## src/rtl/multicycle_ctrl.sv

```systemverilog
// rtl/multicycle_ctrl.sv - multicycle RV32I sequencing FSM with memory-ready stalls and bus timeout
// Optional cycle/instret counters are compiled in when MCYCLE_CNT_EN is defined.
module multicycle_ctrl #(
    parameter int WAIT_MAX = 0,
    parameter int CNT_W    = 32
) (
    input  logic             clk,
    input  logic             reset,
    input  logic [6:0]       op,
    input  logic [2:0]       funct3,
    input  logic             Zero,
    input  logic             lt,
    input  logic             ltu,
    input  logic             MemReady,
    output logic             AdrSrc,
    output logic             IRWrite,
    output logic             PCUpdate,
    output logic             RegWrite,
    output logic             MemWrite,
    output logic [1:0]       ALUSrcA,
    output logic [1:0]       ALUSrcB,
    output logic [1:0]       ALUOp,
    output logic [1:0]       ResultSrc,
    output logic [2:0]       ImmSrc,
    output logic             IllegalInstr,
    output logic             BusErr,
    output logic [CNT_W-1:0] CycleCnt,
    output logic [CNT_W-1:0] InstRet
);

    localparam logic [6:0] OP_LOAD   = 7'b0000011;
    localparam logic [6:0] OP_STORE  = 7'b0100011;
    localparam logic [6:0] OP_R      = 7'b0110011;
    localparam logic [6:0] OP_I      = 7'b0010011;
    localparam logic [6:0] OP_BRANCH = 7'b1100011;
    localparam logic [6:0] OP_JAL    = 7'b1101111;
    localparam logic [6:0] OP_JALR   = 7'b1100111;
    localparam logic [6:0] OP_LUI    = 7'b0110111;
    localparam logic [6:0] OP_AUIPC  = 7'b0010111;

    // The counter only has to reach WAIT_MAX-1: that is the last waiting cycle.
    localparam int WAIT_W    = (WAIT_MAX < 2) ? 1 : $clog2(WAIT_MAX);
    localparam int WAIT_LAST = (WAIT_MAX > 0) ? WAIT_MAX - 1 : 0;

    typedef enum logic [3:0] {
        S_FETCH, S_DECODE, S_MEMADR, S_MEMREAD, S_MEMWB, S_MEMWRITE, S_EXECR,
        S_EXECI, S_LUI, S_ALUWB, S_BRANCH, S_JAL, S_JALR, S_LINK
    } state_t;

    state_t            state, next_state;
    logic [WAIT_W-1:0] wait_cnt;
    logic              wait_expired;
    logic              illegal;
    logic              bus_err;

    assign wait_expired = (WAIT_MAX > 0) && !MemReady && (wait_cnt == WAIT_W'(WAIT_LAST));

    always_ff @(posedge clk) begin
        if (reset) begin
            state    <= S_FETCH;
            wait_cnt <= '0;
        end else begin
            state <= next_state;
            if (next_state != state || bus_err)
                wait_cnt <= '0;
            else
                wait_cnt <= wait_cnt + 1'b1;
        end
    end

    always_comb begin
        next_state = state;
        AdrSrc     = 1'b0;
        IRWrite    = 1'b0;
        PCUpdate   = 1'b0;
        RegWrite   = 1'b0;
        MemWrite   = 1'b0;
        ALUSrcA    = 2'b00;
        ALUSrcB    = 2'b00;
        ALUOp      = 2'b00;
        ResultSrc  = 2'b00;
        illegal    = 1'b0;
        bus_err    = 1'b0;
        case (state)
            S_FETCH: begin
                ALUSrcB   = 2'b10;
                ResultSrc = 2'b10;
                if (wait_expired) begin
                    bus_err    = 1'b1;
                    next_state = S_FETCH;
                end else begin
                    IRWrite  = MemReady;
                    PCUpdate = MemReady;
                    if (MemReady) next_state = S_DECODE;
                end
            end
            S_DECODE: begin
                ALUSrcA = 2'b01;
                ALUSrcB = 2'b01;
                case (op)
                    OP_LOAD, OP_STORE: next_state = S_MEMADR;
                    OP_R:              next_state = S_EXECR;
                    OP_I:              next_state = S_EXECI;
                    OP_BRANCH:         next_state = S_BRANCH;
                    OP_JAL:            next_state = S_JAL;
                    OP_JALR:           next_state = S_JALR;
                    OP_LUI:            next_state = S_LUI;
                    OP_AUIPC:          next_state = S_ALUWB;
                    default: begin
                        illegal    = 1'b1;
                        next_state = S_FETCH;
                    end
                endcase
            end
            S_MEMADR: begin
                ALUSrcA    = 2'b10;
                ALUSrcB    = 2'b01;
                next_state = (op == OP_LOAD) ? S_MEMREAD : S_MEMWRITE;
            end
            S_MEMREAD: begin
                AdrSrc = 1'b1;
                if (wait_expired) begin
                    bus_err    = 1'b1;
                    next_state = S_FETCH;
                end else if (MemReady) begin
                    next_state = S_MEMWB;
                end
            end
            S_MEMWB: begin
                ResultSrc  = 2'b01;
                RegWrite   = 1'b1;
                next_state = S_FETCH;
            end
            S_MEMWRITE: begin
                AdrSrc = 1'b1;
                if (wait_expired) begin
                    bus_err    = 1'b1;
                    next_state = S_FETCH;
                end else begin
                    MemWrite = 1'b1;
                    if (MemReady) next_state = S_FETCH;
                end
            end
            S_EXECR: begin
                ALUSrcA    = 2'b10;
                ALUOp      = 2'b10;
                next_state = S_ALUWB;
            end
            S_EXECI: begin
                ALUSrcA    = 2'b10;
                ALUSrcB    = 2'b01;
                ALUOp      = 2'b10;
                next_state = S_ALUWB;
            end
            S_LUI: begin
                ALUSrcA    = 2'b11;
                ALUSrcB    = 2'b01;
                next_state = S_ALUWB;
            end
            S_ALUWB: begin
                RegWrite   = 1'b1;
                next_state = S_FETCH;
            end
            S_BRANCH: begin
                ALUSrcA    = 2'b10;
                ALUOp      = 2'b01;
                next_state = S_FETCH;
                case (funct3)
                    3'b000:  PCUpdate = Zero;
                    3'b001:  PCUpdate = !Zero;
                    3'b100:  PCUpdate = lt;
                    3'b101:  PCUpdate = !lt;
                    3'b110:  PCUpdate = ltu;
                    3'b111:  PCUpdate = !ltu;
                    default: illegal  = 1'b1;
                endcase
            end
            S_JAL: begin
                PCUpdate   = 1'b1;
                next_state = S_LINK;
            end
            S_JALR: begin
                ALUSrcA    = 2'b10;
                ALUSrcB    = 2'b01;
                ResultSrc  = 2'b10;
                PCUpdate   = 1'b1;
                next_state = S_LINK;
            end
            S_LINK: begin
                ALUSrcA    = 2'b01;
                ALUSrcB    = 2'b10;
                ResultSrc  = 2'b10;
                RegWrite   = 1'b1;
                next_state = S_FETCH;
            end
            default: next_state = S_FETCH;
        endcase
        // Reset overrides every side-effecting strobe, aborting any access in flight.
        if (reset) begin
            IRWrite  = 1'b0;
            PCUpdate = 1'b0;
            RegWrite = 1'b0;
            MemWrite = 1'b0;
            illegal  = 1'b0;
            bus_err  = 1'b0;
        end
    end

    assign IllegalInstr = illegal;
    assign BusErr       = bus_err;

    always_comb begin
        case (op)
            OP_STORE:         ImmSrc = 3'b001;
            OP_BRANCH:        ImmSrc = 3'b010;
            OP_JAL:           ImmSrc = 3'b011;
            OP_LUI, OP_AUIPC: ImmSrc = 3'b100;
            default:          ImmSrc = 3'b000;
        endcase
    end

`ifdef MCYCLE_CNT_EN
    logic             retire;
    logic [CNT_W-1:0] cycle_q;
    logic [CNT_W-1:0] instret_q;

    // A bus-error abort out of MEMWRITE does not count as a retirement.
    assign retire = (next_state == S_FETCH) &&
                    ((state == S_MEMWB) || (state == S_ALUWB) || (state == S_LINK) ||
                     (state == S_BRANCH && !illegal) || (state == S_MEMWRITE && !bus_err));

    always_ff @(posedge clk) begin
        if (reset) begin
            cycle_q   <= '0;
            instret_q <= '0;
        end else begin
            cycle_q <= cycle_q + 1'b1;
            if (retire) instret_q <= instret_q + 1'b1;
        end
    end

    assign CycleCnt = cycle_q;
    assign InstRet  = instret_q;
`else
    assign CycleCnt = '0;
    assign InstRet  = '0;
`endif

endmodule

```

## config.mk

```make
export PLATFORM = sky130hd
export DESIGN_NAME = multicycle_ctrl
export DESIGN_NICKNAME = d
export VERILOG_FILES = /design/src/rtl/multicycle_ctrl.sv
export SDC_FILE = /design/constraint.sdc
export NUM_CORES = 1
export LEC_CHECK = 0
export CORE_MARGIN = 8
export CORE_UTILIZATION = 38
export DETAILED_ROUTE_END_ITERATION = 10
export PLACE_DENSITY = 0.88
export SKIP_CTS_REPAIR_TIMING = 1
export SLEW_MARGIN = 5
export SYNTH_ARGS = -nofsm -noshare
export SYNTH_HDL_FRONTEND = slang
export SYNTH_SLANG_ARGS = --single-unit
export TNS_END_PERCENT = 100
```

## constraint.sdc

```tcl
create_clock -name clk -period 3.5 [get_ports clk]
set_input_delay 0.875 -clock clk [delete_from_list [all_inputs] [get_ports clk]]
set_output_delay 0.875 -clock clk [all_outputs]
set_load 0.005 [all_outputs]
```

==> summary.md, run 1 <==
| Metric | Value |
|---|---|
| Number of I/O pins | `around 100` |
| Setup crit end kind | `output port` |
| Met3 WL | `273 µm` |
| H-tree Lvls | `1` |
| Die area | `0.00569 mm²` |
| YS warnings | `0` |
| Minimum clock period | `3390 ps` |
| Cell Area, Synth | `about 0.0013 mm²` |
| Final WL | `roughly 3.3 mm` |
| Seq pwr share | `0.233` |
| Switching share of power | `0.389` |
| Leakage | `about 0.67 nW` |
| WP data required | `2620 ps` |
| Nets | `between 200 and 250` |
| DRT Pass-1 Iters | `4` |
| Worst-path clk slew | `40 ps` |
| IO Port Bufs | `32` |
| Post-synth EDFFs | `0` |
| Worst Max-Slew Pin Slew | `753 ps` |
| Int Pwr | `around 0.16 mW` |
| Pwr per Cell Area | `171 mW/mm²` |
| Max reg flops | `4` |
| Synthesized area per cell | `slightly above 7 µm²` |
| Vias per cell | `between 4 and 5` |
| CTS Root Cell | `clkbuf_4` |
| Iter 0 DRT Violations | `78` |
| RSZ-0062 raised after global routing | `false` |
| Area grow syn2layout | `11.6%` |
| Biggest regs | `state (4)` |
| HP Class | `flop to flop` |
| First-pass GRT wire length | `about 4.6 mm` |
| #FFs+latches synth | `4` |
| Sequential area share after synthesis | `0.0596` |
| Ratio of final minimum period to clock period | `0.967` |
| Slew headroom | `0.498` |
| Pin count of the biggest net entering global routing | `25` |
| GRT Overall Usage | `0.101` |
| GRT Residual Overflow | `0` |
| Final Setup Violations | `0` |
| DR WL/cell | `12.3 µm` |
| Max Slew Vio Count | `0` |
| Final core occ | `0.446` |
| Reg with most FFs | `state` |
| Combinational Power Share | `0.527` |
| Commonest non-fill, non-tap cell in the layout | `conb_1` |
| Final HPWL DP | `2.71 mm` |
| Met1 WL | `approximately 1.3 mm` |
| Syn Inst Count | `189` |
| Top FF cell, synth | `dfxtp_1` |
| Fill cells | `between 300 and 400` |
| Asr flop ratio synth | `0` |
| Hold_ws | `861 ps` |
| Peak VDD IR | `~0.000085 V` |
| Commonest cells after routing, fill and taps aside | `conb_1, clkdlybuf4s50_1, nand2_1` |
| Routability cong. | `around 0.86` |
| Worst Skew | `just under 1 ps` |
| Diode count | `0` |
| Met2 WL post-DR | `approximately 1.7 mm` |
| Core area | `0.00336 mm²` |
| Crit path max fanout | `2` |
| Distinct cell type count after synthesis | `53` |
| NetSw | `0.0996 mW` |
| Final instance area | `about 0.0015 mm²` |
| CTS Buffer Depth | `2` |
| # Max-Cap Violations | `0` |
| DR DRC count | `0` |
| Endpoints failing hold | `0` |
| CTS tree | `built` |
| Worst EP arrival | `between 2000 and 3000 ps` |
| Num CTS Buffers | `3` |
| Final Non-Filler Cells | `about 270` |
| Antenna violations before repair | `0` |
| Status | `finished, final reports clean` |
| Sink Count | `4` |
| Die Ht | `about 75 µm` |
| Clock share of power | `0.239` |
| Placed Area | `0.00147 mm²` |
| ANT nets after route | `0` |
| Die width | `roughly 75 µm` |
| CP Launch Type | `input pin` |
| Post-Place Cells | `around 270` |
| Share of layout cells above drive strength 1 | `0.108` |
| Vias | `1176` |
| Initial Utilization | `0.399` |
| Top Metal Used | `met4` |
| Number of global-route vias before repair | `1078` |
| Fmax achieved | `between 0.2 and 0.3 GHz` |
| Clock Latency Late Sink | `250 ps` |
| Critical path class | `input pin to output port` |
| Rows | `21` |
-- per-layer routing --
layer  GRT usage  vias to the layer above
met2       0.174                       57
met4      0.0640                        0
met3      0.0171                        4
li1            -                      600
met5           0                        -
met1       0.112                      515
-- worst max-delay path, stage by stage --
cell             delay (ps)
clkdlybuf4s50_1         410
or3_2                   470
a211oi_1                210
clkdlybuf4s50_1         540
-- per-stage QoR --
step	worst slack (ps)	TNS, ps	total power, mW
after floorplan	936	0	0.189
after global placement	-36.4	-36.4	0.189
after detailed placement	-60.0	-60.0	0.192
after CTS	-71.4	-71.4	0.254
after global routing	37.8	0	0.277
final	115	0	0.256
-- synthesized netlist by cell type (2+ instances only) --
cell / number / area (µm²)
o21a_1: 2 / 15.0
nor3_1: 6 / 30.0
o21ai_0: 9 / 45.0
and3_1: 2 / 12.5
nor2_1: 10 / 37.5
nor3_2: 2 / 20.0
nand3_1: 5 / 25.0
xor2_1: 3 / 26.3
inv_1: 3 / 11.3
nand2b_1: 3 / 18.8
xnor2_1: 4 / 35.0
nand2_1: 11 / 41.3
buf_6: 2 / 22.5
nor4_1: 2 / 12.5
or2b_1: 2 / 15.0
a21oi_1: 9 / 45.0
or3_1: 2 / 12.5
buf_4: 68 / 510
a211oi_1: 2 / 15.0
buf_2: 4 / 20.0
dfxtp_1: 4 / 80.1
nor2b_1: 3 / 18.8
-- power groups by stage --
stage                     clock network (mW)  logic [mW]  registers, mW
after floorplan                            0       0.138         0.0502
after global placement                     0       0.129         0.0599
after detailed placement                   0       0.132         0.0604
after CTS                             0.0625       0.132         0.0596
after global routing                  0.0661       0.150         0.0608
final                                 0.0611       0.135         0.0597
-- layout make-up --
| cell class | count | area (µm²) | area share |
|---|---|---|---|
| sequential | 4 | 80.1 | 0.0534 |
| clock buffer | 3 | 22.5 | 0.0150 |
| tap | 46 | 57.6 | 0.0384 |
| inverter | 3 | 11.3 | 0.00751 |
| multi-input combinational | 171 | 935 | 0.624 |
| timing repair buffer | 41 | 393 | 0.262 |
-- final timing paths --
path,start,end,slack (ps),depth (start not counted)
min reg2reg,state[2],state[2],860,3
max,op[2],ImmSrc[0],110,4
min,state[2],state[2],860,3
max reg2reg,state[1],state[3],1670,4
-- kinds of logic after synthesis --
group / synth area share
simple gates: 0.260
flops: 0.0596
compound gates: 0.200
other cells: 0.00279
xor+xnor: 0.0457
mux: 0.00839
buf+inv: 0.423
Note: power is estimated with default switching activity, not from simulation.
==> run 2: changes to the inputs <==
--- a/config.mk
+++ b/config.mk
@@ -8,6 +8,7 @@
 export CORE_MARGIN = 8
 export CORE_UTILIZATION = 38
 export DETAILED_ROUTE_END_ITERATION = 10
+export MAX_ROUTING_LAYER = met4
 export PLACE_DENSITY = 0.88
 export SKIP_CTS_REPAIR_TIMING = 1
 export SLEW_MARGIN = 5
==> constraint.sdc (replaced) <==
create_clock -name clk -period 4.35 [get_ports clk]
set_input_delay 1.0875 -clock clk [delete_from_list [all_inputs] [get_ports clk]]
set_output_delay 1.0875 -clock clk [all_outputs]
set_load 0.005 [all_outputs]
==> summary.md, run 2 (synthesis gave the netlist of run 1 again) <==
| Metric | Value |
|---|---|
| Slew headroom | `0.482` |
| Diode count | `0` |
| Pin count of the biggest net entering global routing | `25` |
| Setup crit end kind | `output port` |
| Area grow syn2layout | `6.24%` |
| DRT Pass-1 Iters | `5` |
| Nets | `231` |
| Max Slew Vio Count | `0` |
| Antenna violations before repair | `0` |
| Share of layout cells above drive strength 1 | `0.0704` |
| Status | `finished, final reports clean` |
| Final core occ | `0.424` |
| GRT Residual Overflow | `0` |
| Place WS | `between 200 and 300 ps` |
| RSZ-0062 raised after global routing | `false` |
| Initial Utilization | `0.399` |
| Setup TNS Final | `0 ps` |
| CTS Buffer Depth | `2` |
| Area occupied by multi-input gates | `roughly 930 µm²` |
| Register Area | `roughly 80 µm²` |
| Leakage | `about 0.59 nW` |
| Num CTS Buffers | `3` |
| Hold_ws | `859 ps` |
| Die width | `between 70 and 80 µm` |
| Placed Area | `approximately 0.0014 mm²` |
| Worst Skew | `between 1.5 and 2 ps` |
| Ratio of final minimum period to clock period | `0.938` |
| Clock Latency Late Sink | `around 230 ps` |
| Vias | `~1200` |
| Biggest regs | `state (4)` |
| First-pass GRT wire length | `between 4 and 5 mm` |
| IO Port Bufs | `32` |
| Worst Max-Slew Pin Slew | `about 780 ps` |
| Die Ht | `roughly 75 µm` |
| DR DRC count | `0` |
| Final HPWL DP | `~2.7 mm` |
| Final Setup Violations | `0` |
| Number of global-route vias before repair | `between 1000 and 1500` |
| Worst EP arrival | `2990 ps` |
| Core area | `between 0.003 and 0.004 mm²` |
| Reg with most FFs | `state` |
| Minimum clock period | `4080 ps` |
| HP Class | `flop to flop` |
| Fmax achieved | `between 0.2 and 0.25 GHz` |
| Iter 0 DRT Violations | `108` |
| Crit path max fanout | `7` |
| Fill cells | `between 300 and 400` |
| CTS tree | `built` |
| Post-route worst setup slack | `between 200 and 300 ps` |
| Number of I/O pins | `98` |
| Peak VDD IR | `0.0000521 V` |
| Routability cong. | `roughly 0.88` |
| # Max-Cap Violations | `0` |
| Die area | `0.00569 mm²` |
| Vias per cell | `4.48` |
| Commonest non-fill, non-tap cell in the layout | `conb_1` |
| Pwr per Cell Area | `between 100 and 150 mW/mm²` |
| CP Launch Type | `input pin` |
| Final WL | `between 3 and 4 mm` |
| H-tree Lvls | `1` |
| DR WL/cell | `~12 µm` |
| Worst-path clk slew | `approximately 30 ps` |
| Commonest cells after routing, fill and taps aside | `conb_1, clkdlybuf4s50_1, nand2_1` |
| Endpoints failing hold | `0` |
| Sink Count | `4` |
| Rows | `21` |
| WP data required | `approximately 3300 ps` |
| CTS Root Cell | `clkbuf_4` |
| Critical path class | `input pin to output port` |
| Max reg flops | `4` |
| GRT Overall Usage | `0.106` |
| ANT nets after route | `0` |
| Final instance area | `around 0.0014 mm²` |
==> run 2: changes by cell type in the layout (fill, tap and decap cells not counted) <==
cell and delta:
buf_4 -9, clkdlybuf4s50_1 +2, dlymetal6s2s_1 -2
==> run 2: path summary, 6_finish.rpt <==
check | depth (start not counted) | slack, ps | from | to
worst max register to register | 4 | 2520 | state[1] | state[3]
worst max-delay path | 6 | 270 | MemReady | PCUpdate
worst min register to register | 2 | 860 | state[2] | state[2]
worst min-delay path | 2 | 860 | state[2] | state[2]
==> run 2: final cells by class <==
| class | count | area share |
|---|---|---|
| Inverter | 3 | 0.00789 |
| Tap cell | 46 | 0.0404 |
| Sequential cell | 4 | 0.0561 |
| Timing Repair Buffer | 32 | 0.225 |
| Multi-Input combinational cell | 171 | 0.655 |
| Clock buffer | 3 | 0.0158 |
==> run 2: through the flow <==
stage | power (mW) | cells
2_1_floorplan | 0.152 | 253
3_3_place_gp | 0.147 | 256
3_5_place_dp | 0.149 | 256
4_1_cts | 0.195 | 259
5_1_grt | 0.213 | 259
6_report | 0.196 | 259
==> run 2: metal layers <==
layer | track usage | vias up | part of all wire
met1 | 0.120 | 515 | 0.38
met4 | 0.0661 | 0 | 0.018
met2 | 0.170 | 66 | 0.50
met5 | - | - | 0
li1 | - | 574 | -
met3 | 0.0211 | 6 | 0.099
==> run 2: where the power goes <==
group / total (mW) / switching (mW) / leakage, nW / internal (mW)
Sequential: 0.0481 / 0.00936 / 0.0327 / 0.0387
Combinational: 0.103 / 0.0514 / 0.543 / 0.0514
Clock: 0.0452 / 0.0144 / 0.0138 / 0.0308
Total: 0.196 / 0.0751 / 0.589 / 0.121
==> run 2: worst max-delay path: stages <==
cell	delay, ps
clkdlybuf4s50_1	540
nor3b_2	220
a21oi_1	70
or4_1	420
o41ai_1	80
clkdlybuf4s50_1	570
==> run 3: changes to the inputs <==
--- a/config.mk
+++ b/config.mk
@@ -8,6 +8,7 @@
 export CORE_MARGIN = 8
 export CORE_UTILIZATION = 38
 export DETAILED_ROUTE_END_ITERATION = 10
+export HOLD_SLACK_MARGIN = 0.15
 export MAX_ROUTING_LAYER = met4
 export PLACE_DENSITY = 0.88
 export SKIP_CTS_REPAIR_TIMING = 1
==> results of run 3 <==
No change in the layout: final DEF, timing and power equal those of run 2.
